### src/rtl/lock_password_setter_if.sv
// Key stream in, stored password / display / status out for the lock's password setter.
interface lock_password_setter_if;
    logic        set_request;
    logic        key_valid;
    logic [3:0]  key_code;
    logic [15:0] stored_pw;
    logic [15:0] entry_digits;
    logic [1:0]  mode;
    logic        set_done;
    logic        set_error;
    logic        clear_lockout;

    modport master (
        output set_request, key_valid, key_code,
        input  stored_pw, entry_digits, mode, set_done, set_error, clear_lockout
    );

    modport slave (
        input  set_request, key_valid, key_code,
        output stored_pw, entry_digits, mode, set_done, set_error, clear_lockout
    );
endinterface

### src/rtl/lock_password_setter.sv
// Password programming path of the keypad lock: authenticate with the current
// password, type the new one, confirm it, then commit and release the lockout.
module lock_password_setter #(
    parameter logic [15:0] DEFAULT_PW     = 16'h1234,
    parameter int          TIMEOUT_CYCLES = 50_000_000
) (
    input  logic                   clock,
    input  logic                   reset,
    lock_password_setter_if.slave  bus
);
    localparam int TMR_W = $clog2(TIMEOUT_CYCLES);
    // Abort on the idle cycle that would carry the counter to TIMEOUT_CYCLES-1.
    localparam logic [TMR_W-1:0] TMR_LAST = TMR_W'(TIMEOUT_CYCLES - 2);
    localparam logic [TMR_W-1:0] TMR_ZERO = {TMR_W{1'b0}};

    typedef enum logic [1:0] {
        ST_IDLE    = 2'd0,
        ST_AUTH    = 2'd1,
        ST_NEW     = 2'd2,
        ST_CONFIRM = 2'd3
    } state_t;

    function automatic logic [15:0] put_nibble(input logic [15:0] word,
                                               input logic [1:0]  idx,
                                               input logic [3:0]  val);
        logic [15:0] res;
        res = word;
        case (idx)
            2'd0:    res[15:12] = val;
            2'd1:    res[11:8]  = val;
            2'd2:    res[7:4]   = val;
            2'd3:    res[3:0]   = val;
            default: res        = word;
        endcase
        return res;
    endfunction

    state_t            state_r, state_nxt_s;
    logic [15:0]       entry_r, entry_nxt_s;
    logic [2:0]        count_r, count_nxt_s;
    logic [15:0]       buf_r, buf_nxt_s;
    logic [15:0]       stored_r, stored_nxt_s;
    logic [TMR_W-1:0]  tmr_r, tmr_nxt_s;
    logic              done_r, done_nxt_s;
    logic              error_r, error_nxt_s;
    logic              clear_lockout_r;
    logic              prev_req_r;

    logic              set_edge_s;
    logic              key_accept_s;
    logic              key_digit_s;
    logic              key_delete_s;
    logic [1:0]        del_idx_s;

    assign set_edge_s   = bus.set_request & ~prev_req_r;
    assign key_digit_s  = (bus.key_code >= 4'd1) && (bus.key_code <= 4'd9);
    assign key_delete_s = (bus.key_code == 4'd10);
    assign key_accept_s = bus.key_valid && (bus.key_code >= 4'd1) && (bus.key_code <= 4'd11);
    assign del_idx_s    = count_r[1:0] - 2'd1;

    // Next-state, entry editing, evaluation and timeout decisions.
    always_comb begin
        state_nxt_s  = state_r;
        entry_nxt_s  = entry_r;
        count_nxt_s  = count_r;
        buf_nxt_s    = buf_r;
        stored_nxt_s = stored_r;
        tmr_nxt_s    = tmr_r;
        done_nxt_s   = 1'b0;
        error_nxt_s  = 1'b0;

        if (state_r == ST_IDLE) begin
            tmr_nxt_s = TMR_ZERO;
            if (set_edge_s) begin
                state_nxt_s = ST_AUTH;
                entry_nxt_s = 16'h0000;
                count_nxt_s = 3'd0;
            end else begin
                state_nxt_s = ST_IDLE;
            end
        end else if (count_r == 3'd4) begin
            // A full entry is judged one cycle after its last digit; keys are dropped here.
            entry_nxt_s = 16'h0000;
            count_nxt_s = 3'd0;
            tmr_nxt_s   = TMR_ZERO;
            case (state_r)
                ST_AUTH: begin
                    if (entry_r == stored_r) begin
                        state_nxt_s = ST_NEW;
                    end else begin
                        error_nxt_s = 1'b1;
                        state_nxt_s = ST_IDLE;
                    end
                end
                ST_NEW: begin
                    buf_nxt_s   = entry_r;
                    state_nxt_s = ST_CONFIRM;
                end
                ST_CONFIRM: begin
                    buf_nxt_s = 16'h0000;
                    if (entry_r == buf_r) begin
                        stored_nxt_s = buf_r;
                        done_nxt_s   = 1'b1;
                        state_nxt_s  = ST_IDLE;
                    end else begin
                        error_nxt_s  = 1'b1;
                        state_nxt_s  = ST_NEW;
                    end
                end
                default: begin
                    state_nxt_s = ST_IDLE;
                end
            endcase
        end else if (key_accept_s) begin
            tmr_nxt_s = TMR_ZERO;
            if (key_digit_s) begin
                entry_nxt_s = put_nibble(entry_r, count_r[1:0], bus.key_code);
                count_nxt_s = count_r + 3'd1;
            end else if (key_delete_s) begin
                if (count_r != 3'd0) begin
                    entry_nxt_s = put_nibble(entry_r, del_idx_s, 4'd0);
                    count_nxt_s = count_r - 3'd1;
                end else begin
                    count_nxt_s = count_r;
                end
            end else begin
                // Clear on an empty entry backs out of the whole sequence quietly.
                if (count_r != 3'd0) begin
                    entry_nxt_s = 16'h0000;
                    count_nxt_s = 3'd0;
                end else begin
                    state_nxt_s = ST_IDLE;
                end
            end
        end else if (tmr_r == TMR_LAST) begin
            state_nxt_s = ST_IDLE;
            error_nxt_s = 1'b1;
            entry_nxt_s = 16'h0000;
            count_nxt_s = 3'd0;
            tmr_nxt_s   = TMR_ZERO;
        end else begin
            tmr_nxt_s = tmr_r + TMR_W'(1);
        end
    end

    // State, datapath and pulse registers; reset samples set_request so a held button cannot start a change.
    always_ff @(posedge clock) begin
        if (reset) begin
            state_r         <= ST_IDLE;
            entry_r         <= 16'h0000;
            count_r         <= 3'd0;
            buf_r           <= 16'h0000;
            stored_r        <= DEFAULT_PW;
            tmr_r           <= TMR_ZERO;
            done_r          <= 1'b0;
            error_r         <= 1'b0;
            clear_lockout_r <= 1'b0;
            prev_req_r      <= bus.set_request;
        end else begin
            state_r         <= state_nxt_s;
            entry_r         <= entry_nxt_s;
            count_r         <= count_nxt_s;
            buf_r           <= buf_nxt_s;
            stored_r        <= stored_nxt_s;
            tmr_r           <= tmr_nxt_s;
            done_r          <= done_nxt_s;
            error_r         <= error_nxt_s;
            clear_lockout_r <= done_nxt_s;
            prev_req_r      <= bus.set_request;
        end
    end

    assign bus.stored_pw     = stored_r;
    assign bus.entry_digits  = entry_r;
    assign bus.mode          = state_r;
    assign bus.set_done      = done_r;
    assign bus.set_error     = error_r;
    assign bus.clear_lockout = clear_lockout_r;
endmodule

### src/flat_wrapper.sv
// flat-port wrapper written by rule: the top's interface ports become plain ports
module lock_password_setter_flat 
#(
    parameter logic [15:0] DEFAULT_PW     = 16'h1234,
    parameter int          TIMEOUT_CYCLES = 50_000_000
)
  (clock, reset, bus_set_request, bus_key_valid, bus_key_code, bus_stored_pw, bus_entry_digits, bus_mode, bus_set_done, bus_set_error, bus_clear_lockout);
  lock_password_setter_if bus_i ();
  input  logic clock;
  input  logic reset;
  input wire logic [$bits(bus_i.set_request)-1:0] bus_set_request;
  input wire logic [$bits(bus_i.key_valid)-1:0] bus_key_valid;
  input wire logic [$bits(bus_i.key_code)-1:0] bus_key_code;
  output wire logic [$bits(bus_i.stored_pw)-1:0] bus_stored_pw;
  output wire logic [$bits(bus_i.entry_digits)-1:0] bus_entry_digits;
  output wire logic [$bits(bus_i.mode)-1:0] bus_mode;
  output wire logic [$bits(bus_i.set_done)-1:0] bus_set_done;
  output wire logic [$bits(bus_i.set_error)-1:0] bus_set_error;
  output wire logic [$bits(bus_i.clear_lockout)-1:0] bus_clear_lockout;
  assign bus_i.set_request = bus_set_request;
  assign bus_i.key_valid = bus_key_valid;
  assign bus_i.key_code = bus_key_code;
  assign bus_stored_pw = bus_i.stored_pw;
  assign bus_entry_digits = bus_i.entry_digits;
  assign bus_mode = bus_i.mode;
  assign bus_set_done = bus_i.set_done;
  assign bus_set_error = bus_i.set_error;
  assign bus_clear_lockout = bus_i.clear_lockout;
  lock_password_setter #(.DEFAULT_PW(DEFAULT_PW), .TIMEOUT_CYCLES(TIMEOUT_CYCLES)) u_core (.clock(clock), .reset(reset), .bus(bus_i));
endmodule
### config.mk
export PLATFORM = sky130hd
export DESIGN_NAME = lock_password_setter_flat
export DESIGN_NICKNAME = d
export VERILOG_FILES = /design/src/rtl/lock_password_setter_if.sv /design/src/rtl/lock_password_setter.sv /design/src/flat_wrapper.sv
export SDC_FILE = /design/constraint.sdc
export NUM_CORES = 1
export LEC_CHECK = 0
export CORE_MARGIN = 10
export CORE_UTILIZATION = 50
export DETAILED_ROUTE_END_ITERATION = 16
export PLACE_DENSITY = 0.72
export SLEW_MARGIN = 25
export SYNTH_ARGS = -nofsm -noshare
export SYNTH_HDL_FRONTEND = slang
export SYNTH_SLANG_ARGS = --single-unit
### constraint.sdc
create_clock -name clock -period 2.7 [get_ports clock]
set_clock_uncertainty 0.05 [all_clocks]
set_input_delay 0.405 -clock clock [delete_from_list [all_inputs] [get_ports clock]]
set_output_delay 0.405 -clock clock [all_outputs]
set_load 0.1 [all_outputs]
Word-level counts from Yosys, hierarchy flattened
Cells that the tools add are included.
{"block": "op_classes", "addsub": 4, "n_mul": 0, "div": 0, "n_lt_le_gt_ge": 3, "n_eq_ne": 27, "n_shift": 0, "mux": 45, "bitwise": 5, "n_reduce_logical": 20}
{"op": "$mux 16", "count": 9}
{"op": "$eq 16x16->1", "count": 2}
{"op": "$mux 4", "count": 8}
{"op": "$pmux 16 s2", "count": 1}
{"op": "$mux 3", "count": 9}
{"op": "$add 26x1->26 const B", "count": 1}
{"op": "$eq 26x26->1 const B", "count": 1}
{"op": "$ne 5x5->1 const B", "count": 5}
{"op": "$ne 6x6->1 const B", "count": 4}
{"op": "$reduce_and 5->1", "count": 4}
{"op": "$mux 2", "count": 9}
{"op": "$eq 2x2->1 const B", "count": 6}
{"op": "$ne 4x4->1 const B", "count": 3}
{"op": "$le 4x4->1 const B", "count": 2}
{"op": "$reduce_and 4->1", "count": 2}
{"op": "$mux 1", "count": 7}
{"op": "$eq 2x1->1 const B", "count": 3}
{"op": "$logic_not 2->1", "count": 3}
{"op": "$pmux 2 s3", "count": 1}
{"op": "$reduce_and 3->1", "count": 2}
{"op": "$reduce_or 5->1", "count": 1}
{"op": "$eq 4x4->1 const B", "count": 1}
{"op": "$ge 4x1->1 const B", "count": 1}
{"op": "$not 1->1", "count": 4}
{"op": "13 further kinds", "count": 15}
{"block": "totals", "regBits": 82, "latchBits": 0, "ram_bits": 0, "romBits": 0, "elab_cells": 116, "mem_count": 0}

Longest topological paths before layout
{"block": "depth", "word_depth": 9, "ltp_mapped": 9, "depth_no_buf": 7}

Worst setup path before layout
No wires, ideal clock.
{"block": "synth_timing", "path_type": "reg-to-reg", "start": "register u_core.state_r[1] (netlist: u_core.bus.mode[1])", "end": "register u_core.entry_r[14] (netlist: u_core.bus.entry_digits[14])", "setup_ns": 0.121, "t_arrival_ns": 2.337, "required_time_ns": 2.529, "slack_ns": 0.192, "stages_incl_launch_ff": 7, "n_path_buf": 1, "period_less_slack_ns": 2.508, "cell_sequence": "dfxtp_1 > clkbuf_1 > nor2_1 > nor4_1 > a21oi_2 > o211ai_4 > mux2_4"}
{"block": "synth_between", "elab_chain_cells": 3, "elab_cells_between_ends": 8, "classes_between": "4 x eq/ne; 1 x mux; 3 x reduce/logical"}
{"item": "start: declaration", "line": "lock_password_setter.sv:38", "source": "state_t state_r, state_nxt_s;"}
{"item": "start signal: assignment", "line": "lock_password_setter.sv:160", "source": "state_r <= state_nxt_s;"}
{"item": "$logic_not 2->1 *", "line": "lock_password_setter.sv:72", "source": "if (state_r == ST_IDLE) begin"}
{"item": "$ne 6x6->1 (no line), or another cell as far along"}
{"item": "$reduce_and 5->1 (no line)"}
{"item": "end signal: assignment", "line": "lock_password_setter.sv:161", "source": "entry_r <= entry_nxt_s;"}
{"item": "end: declaration", "line": "lock_password_setter.sv:39", "source": "logic [15:0] entry_r, entry_nxt_s;"}
Every way passes the cells marked *; elsewhere a longest branch is shown, timed or not.
A chain may end at the register's enable or synchronous reset.

Worst setup path in the final report
{"block": "layout_timing", "start": "register u_core.count_r[0]", "end": "register u_core.entry_r[14] (netlist: u_core.bus.entry_digits[14])"}
{"block": "layout_between", "elab_chain_cells": 4, "elab_cells_between_ends": 12, "classes_between": "1 x add/sub; 4 x eq/ne; 2 x mux; 5 x reduce/logical"}
{"item": "start: declaration", "line": "lock_password_setter.sv:40", "source": "logic [2:0] count_r, count_nxt_s;"}
{"item": "start signal: assignment", "line": "lock_password_setter.sv:162", "source": "count_r <= count_nxt_s;"}
{"item": "$sub 2x1->2", "line": "lock_password_setter.sv:59", "source": "assign del_idx_s = count_r[1:0] - 2'd1;"}
{"item": "$logic_not 2->1", "line": "lock_password_setter.sv:28", "source": "case (idx)"}
{"item": "$ne 6x6->1 (no line)"}
{"item": "$reduce_and 5->1 (no line)"}
Several ways; a longest one is shown, not always the timed one.

==> flow_metrics.tcl <==
set metrics [dict create \
    leakagePower_uw 0.001830 \
    ctsHoldBuffers 0 \
    drc 0 \
    diodes 0 \
    finalSetupViolCount 0 \
    clkPwrFrac_pct 43.5 \
    routed_via_density 5.859 \
    hold_slack_ps 444.8 \
    wirelength_um 10430 \
    track_usage_pct 17.43 \
    critPathLaunch "u_core.count_r[0]" \
    ant_nets 0 \
    gp_congestion 0.9066 \
    tns_ps 0 \
    grt_max_degree 35 \
    post-cts-setup-buffers 0 \
    pwr-share-comb_pct 7.3 \
    syn_area_per_cell_um2 8.816 \
    fin_crit_ps 2387 \
    hold_class "register to register" \
    grt_setup_unrepaired "false" \
    core_mm2 0.007807 \
    synthesis.area_mm2 0.004038 \
    syn_nets 474 \
    grt_pass1_wl_um 17250 \
    cts_buffer_depth 2 \
    ys_ff_latch 82 \
    hold_start "u_core.buf_r[0]" \
    antenna_found_initial 0 \
    r2r_start "u_core.count_r[0]" \
    ys_warn_count 0 \
    start_util_pct 51.71 \
    postLayoutCoreUtil_pct 60.88 \
    clockRootBuffer "clkbuf_8" \
    ir_drop_mv 0.2807 \
    synth_ff_type "dfxtp_1" \
    synth_top_area_cell "dfxtp_1" \
    area_growth_pct 17.73 \
    grt_overflow 0 \
    switching_share_pct 23.58 \
    place_area_mm2 0.004513 \
    synthCells 458 \
    path_max_fanout 8 \
    cts.sinks 82 \
    dr.first_iter.drc_count 335 \
    synthArstFlopShare_pct 0 \
    layout_common_cells "dfxtp_1, buf_4, nor2_1, xor2_1, nand3_1" \
    critPathArrivalTime_ps 2630 \
    detailed_place_hpwl_um 7363 \
    dr_total_vias 3574 \
    finalNonFillerCells 610 \
    die_y_um 109.9 \
    post_cts_resized 0 \
    netSwitchingPower_uw 583.1 \
    yosysSeqAreaShare_pct 40.66 \
    portBuffers 44 \
    synth_area_leaders "dfxtp_1, xor2_1, nand3_1" \
    crit_type "register to register" \
    powerDensity_mw_per_mm2 520.2 \
    p_seq_share_pct 49.2 \
    final_nets 519 \
    status "finished, final reports clean" \
    firstDrtPassIters 5 \
    mostFrequentLayoutCell "dfxtp_1" \
    p_int_uw 1890 \
    clock_latency_ps 350 \
    cp-end-kind "register" \
    design_area_mm2 0.004753 \
    dieArea_mm2 0.01207 \
    path_clk_slew_ps 90 \
    worstPathRequired_ps 2940 \
    fmax_mhz 418.9 \
    dp_cells 594 \
    drive_gt1_share_pct 15.75 \
    numCtsBuffers 9 \
    worst_pin_slew_ps 698.8 \
    rows 32 \
    period_share_pct 88.41 \
    critPathLaunchType "register" \
    routedWlPerCell_um 17.10 \
    die_width_um 109.9 \
    top_level_ports 45 \
    maxCapViolations 0 \
    first_global_vias 3392 \
    max_slew_margin_pct 53.27 \
    htree_levels 3 \
    ys_types 54 \
    cts_tree "built" \
    synth_edf_count 0 \
    slew_violations 0 \
    final_hold_viol_count 0 \
    synth_top_area_share_pct 40.66 \
]
## power by group through the flow
stage	sequential, uW	clock (uW)	combinational, uW
after CTS	1220	1090	179
after global routing	1220	1130	194
after floorplan	1260	0	101
final	1220	1080	180
after detailed placement	1250	0	178
after global placement	1250	0	177
## state kept, by name (all words and copies together), names as in the netlist
name and flops:
u_core.tmr_r 26, u_core.bus.set_error 1, u_core.buf_r 16, u_core.count_r 3
u_core.bus.stored_pw 16, u_core.bus.set_done 1, u_core.bus.mode 2, u_core.prev_req_r 1
u_core.bus.entry_digits 16
## cells in the mapped netlist, types with 5 or more instances
| cell type | number |
|---|---|
| nand4_1 | 9 |
| nand2_1 | 14 |
| nand2b_1 | 5 |
| nor3_1 | 10 |
| a21oi_1 | 32 |
| xnor2_1 | 14 |
| inv_1 | 13 |
| nor2_1 | 49 |
| nand3_1 | 39 |
| and4_1 | 6 |
| nor4_1 | 17 |
| dfxtp_1 | 82 |
| clkbuf_1 | 18 |
| ha_1 | 8 |
| xor2_1 | 40 |
| nor3b_1 | 16 |
| o2bb2ai_1 | 9 |
| o21ai_0 | 22 |
## stage by stage
stage	setup WS, ps	power, uW
final	312.9	2473
after global routing	150.5	2545
after CTS	346.6	2485
after detailed placement	209.3	1423
after global placement	244.4	1422
after floorplan	191.5	1364
## area by class of cell
| cell class | count | area, um2 |
|---|---|---|
| fill | 717 | 3054 |
| multi-input combinational | 338 | 2235 |
| sequential | 82 | 1642 |
| timing repair buffer | 59 | 460.4 |
| clock buffer | 10 | 127.6 |
| tap | 102 | 127.6 |
| clock inverter | 6 | 112.6 |
| inverter | 13 | 48.80 |
## final timing paths
| path | slack (ps) | endpoint | cells past startpoint |
|---|---|---|---|
| min reg2reg | 440 | u_core.bus.stored_pw[0] | 2 |
| min | 440 | u_core.bus.stored_pw[0] | 2 |
| max reg2reg | 310 | u_core.bus.entry_digits[14] | 6 |
| max | 310 | u_core.bus.entry_digits[14] | 6 |
## cells by family (layout without fill, tap and decap cells)
group           Yosys count  count (layout)  share of synthesized area [%]
flops                    82              82                          40.66
xor+xnor                 54              54                          11.71
mux                       5               5                          1.363
simple gates            180             180                          23.89
compound gates           91              91                          15.80
fa+ha+maj                 8               8                          2.479
buf+inv                  38              88                          4.090
## critical path, cell delays in order (launching register included)
cell and delay [ps]:
dfxtp_1 430, inv_1 130, ha_1 320, o2bb2ai_2 240, nand2b_1 320, nor3_1 580, mux2_4 260
## routing by layer
metal  vias up  GRT usage (%)  wire length [um]
met3        13          3.511               742
met5         -              0                 0
met1      1703          24.47              4903
met2       127          26.16              4656
met4         0          5.390               129
li1       1731              -                 -
No activity file was read; power rests on OpenSTA's default activity.
